`config.mk`:
```
export PLATFORM = sky130hd
export DESIGN_NAME = regfile_write_arbiter
export DESIGN_NICKNAME = d
export VERILOG_FILES = /design/src/rtl/regfile_pkg.sv /design/src/rtl/wr_req_fifo.sv /design/src/rtl/regfile_write_arbiter.sv
export SDC_FILE = /design/constraint.sdc
export NUM_CORES = 1
export LEC_CHECK = 0
export CORE_UTILIZATION = 35
export CTS_CLUSTER_DIAMETER = 30
export DETAILED_ROUTE_END_ITERATION = 12
export PLACE_DENSITY = 0.62
export SLEW_MARGIN = 20
export SYNTH_ARGS = -nofsm -noshare
export SYNTH_HDL_FRONTEND = slang
export SYNTH_HIERARCHICAL = 1
export SYNTH_SLANG_ARGS = --single-unit
```
`constraint.sdc`:
```
create_clock -name clk -period 5.3 [get_ports clk]
set_clock_uncertainty 0.1 [all_clocks]
set_input_delay 1.325 -clock clk [delete_from_list [all_inputs] [get_ports clk]]
set_output_delay 1.325 -clock clk [all_outputs]
set_load 0.02 [all_outputs]
```
`src/rtl/regfile_pkg.sv`:
```
// rtl/regfile_pkg.sv - shared widths, pointer encoding and request struct for the write arbiter
package regfile_pkg;

  localparam int DATA_W   = 32;
  localparam int ADDR_W   = 5;
  localparam int NUM_REGS = 32;

  typedef enum logic {
    PREF_A = 1'b0,
    PREF_B = 1'b1
  } rr_ptr_t;

  typedef struct packed {
    logic [ADDR_W-1:0] reg_idx;
    logic [DATA_W-1:0] data;
  } wr_req_t;

endpackage

```
`src/rtl/wr_req_fifo.sv`:
```
// rtl/wr_req_fifo.sv - 2-entry request FIFO exposing per-slot valid/reg for the busy scoreboard
module wr_req_fifo
  import regfile_pkg::*;
(
  input  logic                  clk,
  input  logic                  reset,
  input  logic                  push,
  input  wr_req_t               push_req,
  input  logic                  pop,
  output wr_req_t               head,
  output logic [1:0]            count,
  output logic [1:0]            entry_valid,
  output logic [2*ADDR_W-1:0]   entry_regs
);

  wr_req_t    mem [2];
  logic       wr_ptr;
  logic       rd_ptr;
  logic [1:0] vld;
  logic       do_push;
  logic       do_pop;

  // Slot occupancy guards the pointers even if a caller ignores full/empty.
  assign do_push = push && !vld[wr_ptr];
  assign do_pop  = pop && vld[rd_ptr];

  always_ff @(posedge clk or posedge reset) begin
    if (reset) begin
      wr_ptr <= 1'b0;
      rd_ptr <= 1'b0;
      vld    <= 2'b00;
      mem[0] <= '0;
      mem[1] <= '0;
    end else begin
      if (do_push) begin
        mem[wr_ptr] <= push_req;
        wr_ptr      <= ~wr_ptr;
      end
      if (do_pop) begin
        rd_ptr <= ~rd_ptr;
      end
      for (int i = 0; i < 2; i++) begin
        if (do_push && (wr_ptr == 1'(i))) begin
          vld[i] <= 1'b1;
        end else if (do_pop && (rd_ptr == 1'(i))) begin
          vld[i] <= 1'b0;
        end
      end
    end
  end

  assign head        = mem[rd_ptr];
  assign count       = {vld[0] & vld[1], vld[0] ^ vld[1]};
  assign entry_valid = vld;
  assign entry_regs  = {mem[1].reg_idx, mem[0].reg_idx};

endmodule

```
`src/rtl/regfile_write_arbiter.sv`:
```
// rtl/regfile_write_arbiter.sv - round-robin arbiter sharing the register file write port between A and B
module regfile_write_arbiter
  import regfile_pkg::*;
(
  input  logic                clk,
  input  logic                reset,
  input  logic                a_valid,
  output logic                a_ready,
  input  logic [ADDR_W-1:0]   a_reg,
  input  logic [DATA_W-1:0]   a_data,
  input  logic                b_valid,
  output logic                b_ready,
  input  logic [ADDR_W-1:0]   b_reg,
  input  logic [DATA_W-1:0]   b_data,
  output logic                rf_write_en,
  output logic [ADDR_W-1:0]   rf_write_reg,
  output logic [DATA_W-1:0]   rf_write_data,
  output logic [NUM_REGS-1:0] busy_mask,
  output logic [2:0]          pend_cnt
);

  wr_req_t               a_head;
  wr_req_t               b_head;
  wr_req_t               grant_req;
  logic [1:0]            a_count;
  logic [1:0]            b_count;
  logic [1:0]            a_vld;
  logic [1:0]            b_vld;
  logic [2*ADDR_W-1:0]   a_regs;
  logic [2*ADDR_W-1:0]   b_regs;
  logic                  a_push;
  logic                  b_push;
  logic                  a_nonempty;
  logic                  b_nonempty;
  logic                  grant_a;
  logic                  grant_b;
  rr_ptr_t               ptr;
  logic [NUM_REGS-1:0]   busy_next;

  assign a_ready = !reset && (a_count != 2'd2);
  assign b_ready = !reset && (b_count != 2'd2);
  assign a_push  = a_valid && a_ready;
  assign b_push  = b_valid && b_ready;

  assign a_nonempty = (a_count != 2'd0);
  assign b_nonempty = (b_count != 2'd0);
  assign grant_a    = a_nonempty && (!b_nonempty || (ptr == PREF_A));
  assign grant_b    = b_nonempty && !grant_a;
  assign grant_req  = grant_a ? a_head : b_head;

  wr_req_fifo u_fifo_a (
    .clk         (clk),
    .reset       (reset),
    .push        (a_push),
    .push_req    ({a_reg, a_data}),
    .pop         (grant_a),
    .head        (a_head),
    .count       (a_count),
    .entry_valid (a_vld),
    .entry_regs  (a_regs)
  );

  wr_req_fifo u_fifo_b (
    .clk         (clk),
    .reset       (reset),
    .push        (b_push),
    .push_req    ({b_reg, b_data}),
    .pop         (grant_b),
    .head        (b_head),
    .count       (b_count),
    .entry_valid (b_vld),
    .entry_regs  (b_regs)
  );

  // A popped entry moves into the output register, so every currently buffered
  // entry stays busy next cycle; only fresh pushes add to that set.
  always_comb begin
    busy_next = '0;
    for (int i = 0; i < 2; i++) begin
      if (a_vld[i]) busy_next[a_regs[i*ADDR_W +: ADDR_W]] = 1'b1;
      if (b_vld[i]) busy_next[b_regs[i*ADDR_W +: ADDR_W]] = 1'b1;
    end
    if (a_push) busy_next[a_reg] = 1'b1;
    if (b_push) busy_next[b_reg] = 1'b1;
    busy_next[0] = 1'b0;
  end

  always_ff @(posedge clk or posedge reset) begin
    if (reset) begin
      ptr           <= PREF_A;
      rf_write_en   <= 1'b0;
      rf_write_reg  <= '0;
      rf_write_data <= '0;
      busy_mask     <= '0;
    end else begin
      if (grant_a || grant_b) begin
        rf_write_reg  <= grant_req.reg_idx;
        rf_write_data <= grant_req.data;
        rf_write_en   <= (grant_req.reg_idx != '0);
      end else begin
        rf_write_en <= 1'b0;
      end
      if (a_nonempty && b_nonempty) begin
        ptr <= (ptr == PREF_A) ? PREF_B : PREF_A;
      end
      busy_mask <= busy_next;
    end
  end

  assign pend_cnt = {1'b0, a_count} + {1'b0, b_count};

endmodule

```
==> impl_summary.md <==
Floorplan
The x dimension of the die is 182 um. The initial utilization of the core area, before any placement, comes to 35.8%. The die covers 33,200 sq um. The floorplan core area is 31,700 sq um.

Measured along the y axis, the die boundary spans 182 um. The number of placed I/O pins is 153. The initialized floorplan defines 65 standard-cell rows.

Routing
The vias per cell is 5.36. The aggregate routed wire length is 30,300 um. In the final routed layout, each cell accounts on average for 20.8 um.

In this run, the number of DRC markers left after iteration 0 of detailed routing was 529. Across all layers, the routed design uses 7,795 vias. The detailed-router iteration count before antenna repair is 5. The number of design rule violations left after detail routing is 0. In this run the remaining antenna-violating nets after routing total 0.

Timing
Setup violations remaining at the end of the flow were counted as 0. The final number of hold-violating endpoints is 0. The final worst-path cycle share is 82.6%. Timing would allow up to 228 MHz. The clock period minus worst slack is 4.38 ns. The headroom to the max-slew limit is 29.1%. The transition time at the pin with the least slew margin is 1.06 ns.

Setup repair after global routing left no endpoint under its margin. The worst hold margin is 0.376 ns. The aggregate negative setup slack is 0 ns. The number of pins with negative max-slew slack in the final report is 0.

Status
The flow ran to the end, and the final reports show no timing, DRC or antenna violations.

Clocking
Hold repair after CTS inserted 0 buffers. At the later pin of the worst-skew pair, clock insertion delay measures 0.55 ns. The clock-pin slew of the registers on the worst-case setup and hold paths is 0.05 ns.

The root cell of the clock tree is sky130_fd_sc_hd__clkbuf_16. After clock tree synthesis, the setup repair step added 0 buffers. TritonCTS built the clock tree. The number of clock buffers inserted by TritonCTS is 51. The CTS H-tree depth is 2. The clock sink count is 226. The maximum buffer depth of the clock tree is 3. In this run, post-CTS repair resized a total of 0 instances.

Worst setup path
For this design, the slowest cell found on the critical path is sky130_fd_sc_hd__clkdlybuf4s50_1. The worst setup path is launched from a register. The critical path required time is 3.88 ns. The largest stage delay on the critical path is 0.68 ns. The signal arrival time at the worst endpoint is 2.95 ns. The worst setup path is of the reg2out kind. The worst setup path is captured at an output pin.

The most numerous cell type found on the critical path is sky130_fd_sc_hd__ha_1. Along the worst path, the maximum fanout reaches 9. Walking the worst path, the cells encountered are ha_1 -> ha_1 -> fa_1 -> clkdlybuf4s50_1.

Layout
The fraction of final layout cells sized beyond drive strength 1 is 32.9%. The number of inserted filler cells in the final layout is 2,831. The total inserted antenna cells is 0. The final cell utilization of the core is 47.3%. In the final layout, the registers with the most flip-flops are u_fifo_a/mem (64), u_fifo_b/mem (64), rf_write_data (32). The number of nets in the layout is 1,091.

The relative area change from synthesis to final layout is 32.0%.

Pwr
The total power density per cell area is 749 nW/um^2. The sequential cell fraction of total power is 29.7%. The worst-case vdd ir drop is 0.452 mV. The proportion of power drawn by combinational gates is 38.7%. The part of the power in the clock network is 31.6%. The internal power is 0.00746 W. The analysis attributes to cell leakage a power of 6.54 nW. The reported net switching power is 0.00376 W. In this run switching power makes up 33.5% of total power.

Global routing
The number of antenna violations at the first check in global routing came to 1. The via count of the first global-routing pass is 8,261. The global-route usage over all layers is 18.5%.

The largest net degree at the start of global routing is 59. After global routing the overflow that remains totals 0. The first global-routing pass estimated 47,900 um of wire.

Yosys
The unique cell type count in the Yosys netlist is 55. After Yosys synthesis, and, or, nand and nor cells account for 8.45% of the synthesized area. The combined area of all synthesized cells is 11,400 sq um. The most used flip-flop cell after synthesis is sky130_fd_sc_hd__dfrtp_1. The proportion of synthesized area in mux cells is 24.9%. The post-synth net total is 939. The adder-cell share of the synthesized area is 0.507%. Summing the areas of all xor and xnor instances in the mapped netlist gives 0.0771% of the synthesized area. A synthesized cell averages 13.3 sq um. For this run, the number of Yosys warnings is 6. The compound-gate portion of the synthesized area is 12.0%. The synthesized flop and latch total is 226. After synthesis, the largest family of logic cells by area is multiplexers. After technology mapping, the gate count stands at 857. Sequential elements use 49.8% of the synthesized area. The share of synthesized registers carrying an async set or reset is 100%. Yosys mapped a number of flops with a built-in enable equal to 0.

Job
The tool flagged a number of max-cap violations equal to 0.

Placed design
The HPWL after detailed placement is 20,300 um. The quantity of I/O buffers inserted on ports is 151. Routability-driven placement finished with a final weighted congestion of 0.960.

Hold path
The path class of the lowest-slack min-delay path is reg2reg.
==> cell usage after synthesis, drive strengths merged (2+ instances only) <==
cell type  number  area share, %
a211oi         10           0.66
a21o           36            2.4
a21oi           9           0.40
a221oi         14            1.1
a22o           32            2.5
a31oi           4           0.22
and2            2           0.11
and4b           2           0.18
buf            56            3.8
clkbuf          7           0.23
dfrtp         226             50
ha              3           0.33
inv             7           0.23
mux2          222             24
mux2i           5           0.44
nand2          11           0.36
nand2b         21            1.2
nand3           7           0.31
nand3b          8           0.53
nand4           6           0.33
nand4b          9           0.69
nand4bb         2           0.20
nor2           40            1.4
nor2b           7           0.41
nor3            3           0.13
nor3b           5           0.52
o211ai          2           0.13
o221ai         29            2.2
o22ai          36            2.0
o32ai           2           0.15
or2             7           0.39
or3             5           0.36
or3b            3           0.23
or4             2           0.13
or4b            2           0.18
or4bb           6           0.59
==> worst paths after layout <==
| path | from | end | slack (ns) | cells after the start |
|---|---|---|---|---|
| worst max-delay path | u_fifo_a/entry_valid[0]$_DFFE_PP0P_ | pend_cnt[1] | 0.92 | 4 |
| worst min-delay path | ptr$_DFFE_PP0P_ | ptr$_DFFE_PP0P_ | 0.38 | 1 |
| worst max register to register | u_fifo_a/entry_valid[1]$_DFFE_PP0P_ | u_fifo_a/mem[45]$_DFFE_PP0P_ | 2.20 | 6 |
| worst min register to register | ptr$_DFFE_PP0P_ | ptr$_DFFE_PP0P_ | 0.38 | 1 |
| max in group asynchronous | reset | busy_mask[31]$_DFF_PP0_ | 2.78 | 3 |
| min in group asynchronous | reset | u_fifo_a/mem[38]$_DFFE_PP0P_ | 1.43 | 2 |
==> layout make-up <==
class                           count  area, sq um  area share (%)
Tap cell                          402          503            3.36
Inverter                            7         32.5           0.217
Sequential cell                   226         5660            37.7
Timing Repair Buffer              162         1590            10.6
Multi-Input combinational cell    561         5240            34.9
Clock inverter                     28          517            3.45
Clock buffer                       67         1450            9.66
==> placed cells by master, fill, tap and decap left out, types with 5 or more instances in the layout <==
master,netlist,routed
sky130_fd_sc_hd__dfrtp_1,226,224
sky130_fd_sc_hd__clkbuf_16,0,52
sky130_fd_sc_hd__buf_4,28,11
sky130_fd_sc_hd__nor2b_1,6,6
sky130_fd_sc_hd__or4bb_1,6,6
sky130_fd_sc_hd__nand4b_1,9,9
sky130_fd_sc_hd__nand2b_1,21,21
sky130_fd_sc_hd__nand4_1,6,6
sky130_fd_sc_hd__mux2_2,146,146
sky130_fd_sc_hd__a21oi_1,9,9
sky130_fd_sc_hd__nor2_1,38,38
sky130_fd_sc_hd__or2_2,7,7
sky130_fd_sc_hd__bufinv_16,0,12
sky130_fd_sc_hd__clkdlybuf4s50_1,0,151
sky130_fd_sc_hd__nand3b_1,8,8
sky130_fd_sc_hd__clkbuf_1,7,6
sky130_fd_sc_hd__nand2_1,11,11
sky130_fd_sc_hd__a211oi_1,10,10
sky130_fd_sc_hd__a21o_1,36,36
sky130_fd_sc_hd__o22ai_1,36,36
sky130_fd_sc_hd__o221ai_1,29,29
sky130_fd_sc_hd__mux2_4,74,74
sky130_fd_sc_hd__clkbuf_8,0,9
sky130_fd_sc_hd__a22o_1,32,32
sky130_fd_sc_hd__mux2i_1,5,5
sky130_fd_sc_hd__nand3_1,7,7
sky130_fd_sc_hd__a221oi_1,14,14
==> cell families after synthesis <==
group	Yosys count
mux	227
flops	226
compound gates	178
simple gates	150
buf+inv	70
fa+ha+maj	4
other cells	1
xor+xnor	1
==> per-layer routing <==
metal / track usage, % / part of all wire (%) / up-vias
li1: - / - / 3560
met1: 24.0 / 44 / 3906
met2: 30.0 / 47 / 262
met3: 4.89 / 6.8 / 65
met4: 5.75 / 2.4 / 2
met5: 0 / 0.036 / -
==> power groups by stage <==
stage	combinational (W)	sequential [W]	clock (W)
CTS	0.00438	0.00334	0.00360
detailed placement	0.00436	0.00334	0
floorplan	0.00323	0.00321	0
global placement	0.00429	0.00334	0
finish	0.00435	0.00334	0.00354
global route	0.00467	0.00346	0.00371
==> critical path, delay by kind of cell, from the launching register on <==
family / cells / cell delay (ns)
adder cells (fa/ha/maj): 3 / 1.21
buffers and inverters: 1 / 0.68
flip-flops: 1 / 0.51
==> stage by stage <==
stage                     power, W  instance area (sq um)  setup slack [ns]  cells
after global placement     0.00763                  13000              1.18   1358
after floorplan            0.00644                  11400              1.88    857
after detailed placement   0.00770                  13000              1.14   1358
after global routing        0.0118                  15000             0.789   1453
after CTS                   0.0113                  15000             0.913   1453
final                       0.0112                  15000             0.923   1453
No activity file was read; power rests on OpenSTA's default activity.
